--- src/rtl/fan_pkt_pkg.sv ---
// Shared types and timing defaults for the fan-remote packet transmitter.
// FAN_PACKET_TX_PARITY_EN appends one even-parity symbol after the payload.
package fan_pkt_pkg;

  typedef enum logic [1:0] {IDLE, SEND, GAP} state_e;

  typedef enum logic [1:0] {
    PH_LOW  = 2'd0,
    PH_DATA = 2'd1,
    PH_HIGH = 2'd2
  } phase_e;

  localparam int SUB_PERIOD_DEFAULT = 2203;
  localparam int GAP_SYMS_DEFAULT   = 8;

`ifdef FAN_PACKET_TX_PARITY_EN
  localparam int PARITY_SYMS = 1;
`else
  localparam int PARITY_SYMS = 0;
`endif

  function automatic int clog2_min1(input int v);
    return (v > 1) ? $clog2(v) : 1;
  endfunction

endpackage

--- src/rtl/fan_symbol_timer.sv ---
// Sub-phase prescaler plus low/data/high phase counter; one symbol is
// three phases of SUB_PERIOD cycles each.
module fan_symbol_timer
  import fan_pkt_pkg::*;
#(
  parameter int SUB_PERIOD = SUB_PERIOD_DEFAULT
) (
  input  logic   i_clk,
  input  logic   i_rst_n,
  input  logic   i_clear,
  input  logic   i_enable,
  output phase_e o_phase,
  output logic   o_phase_end,
  output logic   o_sym_end
);

  localparam int               PRE_W   = clog2_min1(SUB_PERIOD);
  localparam logic [PRE_W-1:0] PRE_MAX = PRE_W'(SUB_PERIOD - 1);

  logic [PRE_W-1:0] r_pre;
  phase_e           r_phase;
  phase_e           w_phase_nxt;

  assign o_phase     = r_phase;
  assign o_phase_end = i_enable && (r_pre == '0);
  assign o_sym_end   = o_phase_end && (r_phase == PH_HIGH);

  always_comb begin
    w_phase_nxt = PH_LOW;
    case (r_phase)
      PH_LOW:  w_phase_nxt = PH_DATA;
      PH_DATA: w_phase_nxt = PH_HIGH;
      default: w_phase_nxt = PH_LOW;
    endcase
  end

  // Clear reloads a full sub-phase so the first phase after start is not short.
  always_ff @(posedge i_clk or negedge i_rst_n) begin
    if (!i_rst_n) begin
      r_pre   <= '0;
      r_phase <= PH_LOW;
    end else if (i_clear) begin
      r_pre   <= PRE_MAX;
      r_phase <= PH_LOW;
    end else if (i_enable) begin
      if (r_pre == '0) begin
        r_pre   <= PRE_MAX;
        r_phase <= w_phase_nxt;
      end else begin
        r_pre <= r_pre - 1'b1;
      end
    end
  end

endmodule

--- src/rtl/fan_packet_tx.sv ---
// Fan-remote packet transmitter: preamble, ID and payload as low/data/high
// pulse-width symbols, N-times repeat with gap. Option: FAN_PACKET_TX_PARITY_EN.
module fan_packet_tx
  import fan_pkt_pkg::*;
#(
  parameter int SUB_PERIOD    = SUB_PERIOD_DEFAULT,
  parameter int ID_WIDTH      = 4,
  parameter int PAYLOAD_WIDTH = 7,
  parameter int PREAMBLE_SYMS = 2,
  parameter int GAP_SYMS      = GAP_SYMS_DEFAULT,
  parameter int RPT_WIDTH     = 4
) (
  input  logic                     i_ref_clk,
  input  logic                     i_reset_n,
  input  logic                     i_start,
  input  logic                     i_abort,
  input  logic [ID_WIDTH-1:0]      i_cmd_id,
  input  logic [PAYLOAD_WIDTH-1:0] i_cmd_payload,
  input  logic [RPT_WIDTH-1:0]     i_repeats,
  output logic                     o_busy,
  output logic                     o_done,
  output logic                     o_out
);

  localparam int N     = PREAMBLE_SYMS + ID_WIDTH + PAYLOAD_WIDTH + PARITY_SYMS;
  localparam int IDX_W = clog2_min1((N > GAP_SYMS) ? N : GAP_SYMS);
  localparam logic [IDX_W-1:0] LAST_SYM = IDX_W'(N - 1);
  localparam logic [IDX_W-1:0] LAST_GAP = IDX_W'(GAP_SYMS - 1);

  state_e               r_state, w_state;
  logic [N-1:0]         r_pkt, w_pkt, w_pkt_cap, w_sh;
  logic [RPT_WIDTH-1:0] r_rpt, w_rpt;
  logic [IDX_W-1:0]     r_idx, w_idx;
  logic                 r_out, w_out;
  logic                 r_busy, w_busy;
  logic                 r_done, w_done;
  logic                 w_accept;
  phase_e               w_phase;
  logic                 w_phase_end, w_sym_end;

  fan_symbol_timer #(.SUB_PERIOD(SUB_PERIOD)) u_tmr (
    .i_clk       (i_ref_clk),
    .i_rst_n     (i_reset_n),
    .i_clear     (w_accept | i_abort),
    .i_enable    (r_state != IDLE),
    .o_phase     (w_phase),
    .o_phase_end (w_phase_end),
    .o_sym_end   (w_sym_end)
  );

  // Whole packet as a bit-per-symbol vector, symbol 0 at bit 0.
  always_comb begin
    w_pkt_cap = '0;
    w_pkt_cap[PREAMBLE_SYMS +: ID_WIDTH] = i_cmd_id;
    w_pkt_cap[PREAMBLE_SYMS+ID_WIDTH +: PAYLOAD_WIDTH] = i_cmd_payload;
`ifdef FAN_PACKET_TX_PARITY_EN
    w_pkt_cap[N-1] = ^{i_cmd_payload, i_cmd_id};
`endif
  end

  assign w_sh = r_pkt >> r_idx;

  // r_idx is the symbol index in SEND and the gap-symbol index in GAP.
  always_comb begin
    w_state  = r_state;
    w_pkt    = r_pkt;
    w_rpt    = r_rpt;
    w_idx    = r_idx;
    w_out    = r_out;
    w_busy   = r_busy;
    w_done   = 1'b0;
    w_accept = 1'b0;
    if (i_abort) begin
      w_state = IDLE;
      w_idx   = '0;
      w_out   = 1'b0;
      w_busy  = 1'b0;
    end else begin
      case (r_state)
        IDLE: begin
          w_out = 1'b0;
          if (i_start) begin
            w_accept = 1'b1;
            w_state  = SEND;
            w_pkt    = w_pkt_cap;
            w_rpt    = (i_repeats == '0) ? RPT_WIDTH'(1) : i_repeats;
            w_idx    = '0;
            w_busy   = 1'b1;
          end
        end
        SEND: begin
          if (w_phase_end) begin
            case (w_phase)
              PH_LOW:  w_out = w_sh[0];
              PH_DATA: w_out = 1'b1;
              default: w_out = 1'b0;
            endcase
            if (w_sym_end) begin
              if (r_idx == LAST_SYM) begin
                w_state = GAP;
                w_idx   = '0;
              end else begin
                w_idx = r_idx + 1'b1;
              end
            end
          end
        end
        GAP: begin
          w_out = 1'b0;
          if (w_sym_end) begin
            if (r_idx == LAST_GAP) begin
              w_idx = '0;
              w_rpt = r_rpt - 1'b1;
              if (r_rpt == RPT_WIDTH'(1)) begin
                w_state = IDLE;
                w_busy  = 1'b0;
                w_done  = 1'b1;
              end else begin
                w_state = SEND;
              end
            end else begin
              w_idx = r_idx + 1'b1;
            end
          end
        end
        default: w_state = IDLE;
      endcase
    end
  end

  always_ff @(posedge i_ref_clk or negedge i_reset_n) begin
    if (!i_reset_n) begin
      r_state <= IDLE;
      r_pkt   <= '0;
      r_rpt   <= '0;
      r_idx   <= '0;
      r_out   <= 1'b0;
      r_busy  <= 1'b0;
      r_done  <= 1'b0;
    end else begin
      r_state <= w_state;
      r_pkt   <= w_pkt;
      r_rpt   <= w_rpt;
      r_idx   <= w_idx;
      r_out   <= w_out;
      r_busy  <= w_busy;
      r_done  <= w_done;
    end
  end

  assign o_out  = r_out;
  assign o_busy = r_busy;
  assign o_done = r_done;

endmodule
--- config.mk ---
export PLATFORM = sky130hd
export DESIGN_NAME = fan_packet_tx
export DESIGN_NICKNAME = d
export VERILOG_FILES = /design/src/rtl/fan_pkt_pkg.sv /design/src/rtl/fan_symbol_timer.sv /design/src/rtl/fan_packet_tx.sv
export SDC_FILE = /design/constraint.sdc
export NUM_CORES = 1
export LEC_CHECK = 0
export BUFFER_PORTS_ARGS = -buffer_cell sky130_fd_sc_hd__buf_2
export CAP_MARGIN = 20
export CORE_MARGIN = 2
export CORE_UTILIZATION = 63
export CTS_CLUSTER_DIAMETER = 200
export DETAILED_ROUTE_END_ITERATION = 8
export PLACE_DENSITY = 0.88
export SLEW_MARGIN = 20
export SYNTH_ARGS = -nofsm -noshare
export SYNTH_HDL_FRONTEND = slang
export SYNTH_HIERARCHICAL = 1
export SYNTH_SLANG_ARGS = --single-unit
--- constraint.sdc ---
create_clock -name i_ref_clk -period 5.1 [get_ports i_ref_clk]
set_clock_uncertainty 0.05 [all_clocks]
set_input_delay 0.255 -clock i_ref_clk [delete_from_list [all_inputs] [get_ports i_ref_clk]]
set_output_delay 0.255 -clock i_ref_clk [all_outputs]
set_load 0.005 [all_outputs]
==> metrics.md <==
| Metric | Value |
|---|---|
| IO buf count | `21` |
| CTS tree | `yes` |
| All-Layer GR Usage | `0.243` |
| Asr flop ratio synth | `1.00` |
| Worst setup EP type | `flip-flop` |
| Setup tns final | `0 ns` |
| Longest Clk Path Bufs | `2` |
| Synthesized Nets | `253` |
| Final Util | `0.718` |
| Grt ovf | `0` |
| Clock transition at path regs | `0.11 ns` |
| Pin count of the biggest net entering global routing | `39` |
| Max Clock Freq | `302 MHz` |
| Ports | `22` |
| Mapped cell area | `0.00225 mm^2` |
| Tot Pwr | `0.00102 W` |
| First-pass GRT wire length | `7620 um` |
| CTS-repair resized insts | `0` |
| Most used flip-flop cell after synthesis | `dfrtp_1` |
| LEAKAGE | `1.05 nW` |
| Commonest non-fill, non-tap cell in the layout | `dfrtp_1` |
| Fillers | `270` |
| Crit start category | `flip-flop` |
| Commonest cells after routing, fill and taps aside | `38 x dfrtp_1, 21 x nor2_1, 21 x buf_2` |
| DR pass1 iterations | `4` |
| Power density cells | `418 mW/mm^2` |
| Slew Viols, Final | `0` |
| Core area | `0.00339 mm^2` |
| # setup viols final | `0` |
| Average wire per standard cell | `14.9 um` |
| H-tree level count | `2` |
| Syn Inst Count | `223` |
| Syn avg cell area | `10.1 um^2` |
| Layout area overhead | `8.29%` |
| Antenna violations before repair | `0` |
| Critical Path RT | `5.26 ns` |
| CTS Sinks | `38` |
| CTS buffer count | `5` |
| Tmin final | `3.31 ns` |
| # rows | `21` |
| Iteration-0 DRC Markers | `141` |
| Sequential element share of the synthesized area | `0.423` |
| Max transition margin | `0.441` |
| DR vias | `1692` |
| Flip-flop and latch count after synthesis | `38` |
| Clk_lat worst skew | `0.35 ns` |
| Outcome | `finished clean` |
| Initial core utilization | `0.663` |
| Vias in the first global route | `1691` |
| CTS root buffer | `clkbuf_4` |
| Share of cells above drive strength 1 | `0.207` |
| Average vias per placed instance | `5.79` |
| Detailed Route WL | `4340 um` |
| CP max FO | `9` |
| Final ANT Viol Nets | `0` |
| Max Cap Viol | `0` |
| Final Hold Vio Count | `0` |
| Dpl hpwl | `3180 um` |
| RD Place Congestion | `0.783` |
| Number of diodes | `0` |
| Die W | `63.7 um` |
| Nets | `276` |
| Ys Warns | `6` |
| Post-synth cell types | `47` |
| Fin crit share | `0.649` |
| Peak VDD IR | `0.240 mV` |
| Critical path class | `flip-flop to flip-flop` |
| Residual DRC count | `0` |
| Post-synth EDFFs | `0` |
| Die area | `0.00406 mm^2` |
| Hold Path Class | `primary input to flip-flop` |
| RSZ-0062 raised after global routing | `false` |
| Die H | `63.7 um` |
| CP arrival | `3.47 ns` |
| Slew at the pin with the worst max-slew slack | `0.839 ns` |
## layout make-up
cell class,count,area (um^2),area share
clock buffers,7,45.0,0.0185
inverters,11,41.3,0.0170
multi-input cells,168,1220,0.503
flip-flops and latches,38,951,0.391
well taps,46,57.6,0.0236
repair buffers,22,115,0.0473
## layer usage
layer / global-route usage / up-vias / wire length, um
met4: 0.0761 / 0 / 59
met5: 0 / - / 0
li1: - / 836 / -
met2: 0.414 / 42 / 2130
met3: 0.0581 / 6 / 184
met1: 0.305 / 808 / 1970
## Yosys cell counts, types with 2 or more instances
master	count	area share
dfrtp_1	38	0.42
nor2_1	21	0.035
nand2_1	20	0.033
mux2_2	12	0.060
o21ai_0	12	0.027
ha_1	11	0.061
inv_1	11	0.018
nor3_1	10	0.022
nand2b_1	9	0.025
a21oi_1	8	0.018
xnor2_1	7	0.027
or3_1	5	0.014
a31oi_1	4	0.011
buf_2	4	0.0089
nand3_1	4	0.0089
nor2b_1	4	0.011
a211oi_1	3	0.010
mux2i_1	3	0.013
nor3b_1	3	0.010
a21o_1	2	0.0067
and4bb_2	2	0.011
nand4b_4	2	0.021
nor3b_2	2	0.011
nor4_1	2	0.0056
o31ai_1	2	0.0067
## power breakdown
part | switching, W | internal, W
clock network | 0.0000938 | 0.0000520
logic | 0.000229 | 0.000186
registers | 0.0000711 | 0.000386
total | 0.000394 | 0.000624
## what timing repair did
| item | in CTS | in global routing |
|---|---|---|
| hold buffers | 1 | 0 |
| buffers inserted | 0 | 0 |
| endpoints found under the hold margin | 38 | 0 |
## logic make-up after synthesis
group | Yosys count | synth area share
and+or+nand+nor | 92 | 0.247
AOI/OAI and AO/OA | 42 | 0.132
muxes | 15 | 0.0735
adders and majority gates | 11 | 0.0612
DFF | 38 | 0.423
xor gates and xnor gates | 8 | 0.0312
buffers and inverters | 17 | 0.0323
## sequential cells by signal (all words and copies together), names as in the netlist, 2 cells and up
register	flops
r_pkt	11
r_idx	4
r_state	2
u_tmr/r_pre	12
r_rpt	4
u_tmr/o_phase	2
## critical path, stage by stage (launching register included)
cell,delay (ns)
dfrtp_1,0.44
inv_1,0.08
ha_1,0.32
inv_1,0.23
and4bb_2,0.31
nand4b_4,0.16
nor3b_1,0.52
nand4b_4,0.18
a2111oi_4,0.57
nand3_1,0.12
o21ai_0,0.09
a211oi_1,0.09
## per-stage QoR
step | area (um^2) | worst slack (ns) | hold WS [ns] | std cells
6_report | 2430 | 1.79 | 0.0880 | 292
5_1_grt | 2430 | 1.45 | 0.0650 | 292
4_1_cts | 2430 | 1.80 | 0.0729 | 292
3_5_place_dp | 2380 | 1.83 | 0.349 | 284
3_3_place_gp | 2380 | 1.95 | 0.350 | 284
2_1_floorplan | 2250 | 2.20 | -0.0906 | 223
## worst paths after layout
| check | end | depth (start not counted) | startpoint | slack (ns) |
|---|---|---|---|---|
| worst max-delay path | r_rpt[3] | 11 | r_state[0] | 1.79 |
| worst min-delay path | r_pkt[7] | 2 | i_cmd_payload[1] | 0.09 |
| worst max register to register | r_rpt[3] | 11 | r_state[0] | 1.79 |
| worst min register to register | r_pkt[7] | 1 | r_pkt[7] | 0.47 |
| max in group asynchronous | r_pkt[8] | 2 | i_reset_n | 3.99 |
| min in group asynchronous | r_rpt[2] | 2 | i_reset_n | 0.48 |
Power figures use the tool's default switching activity.
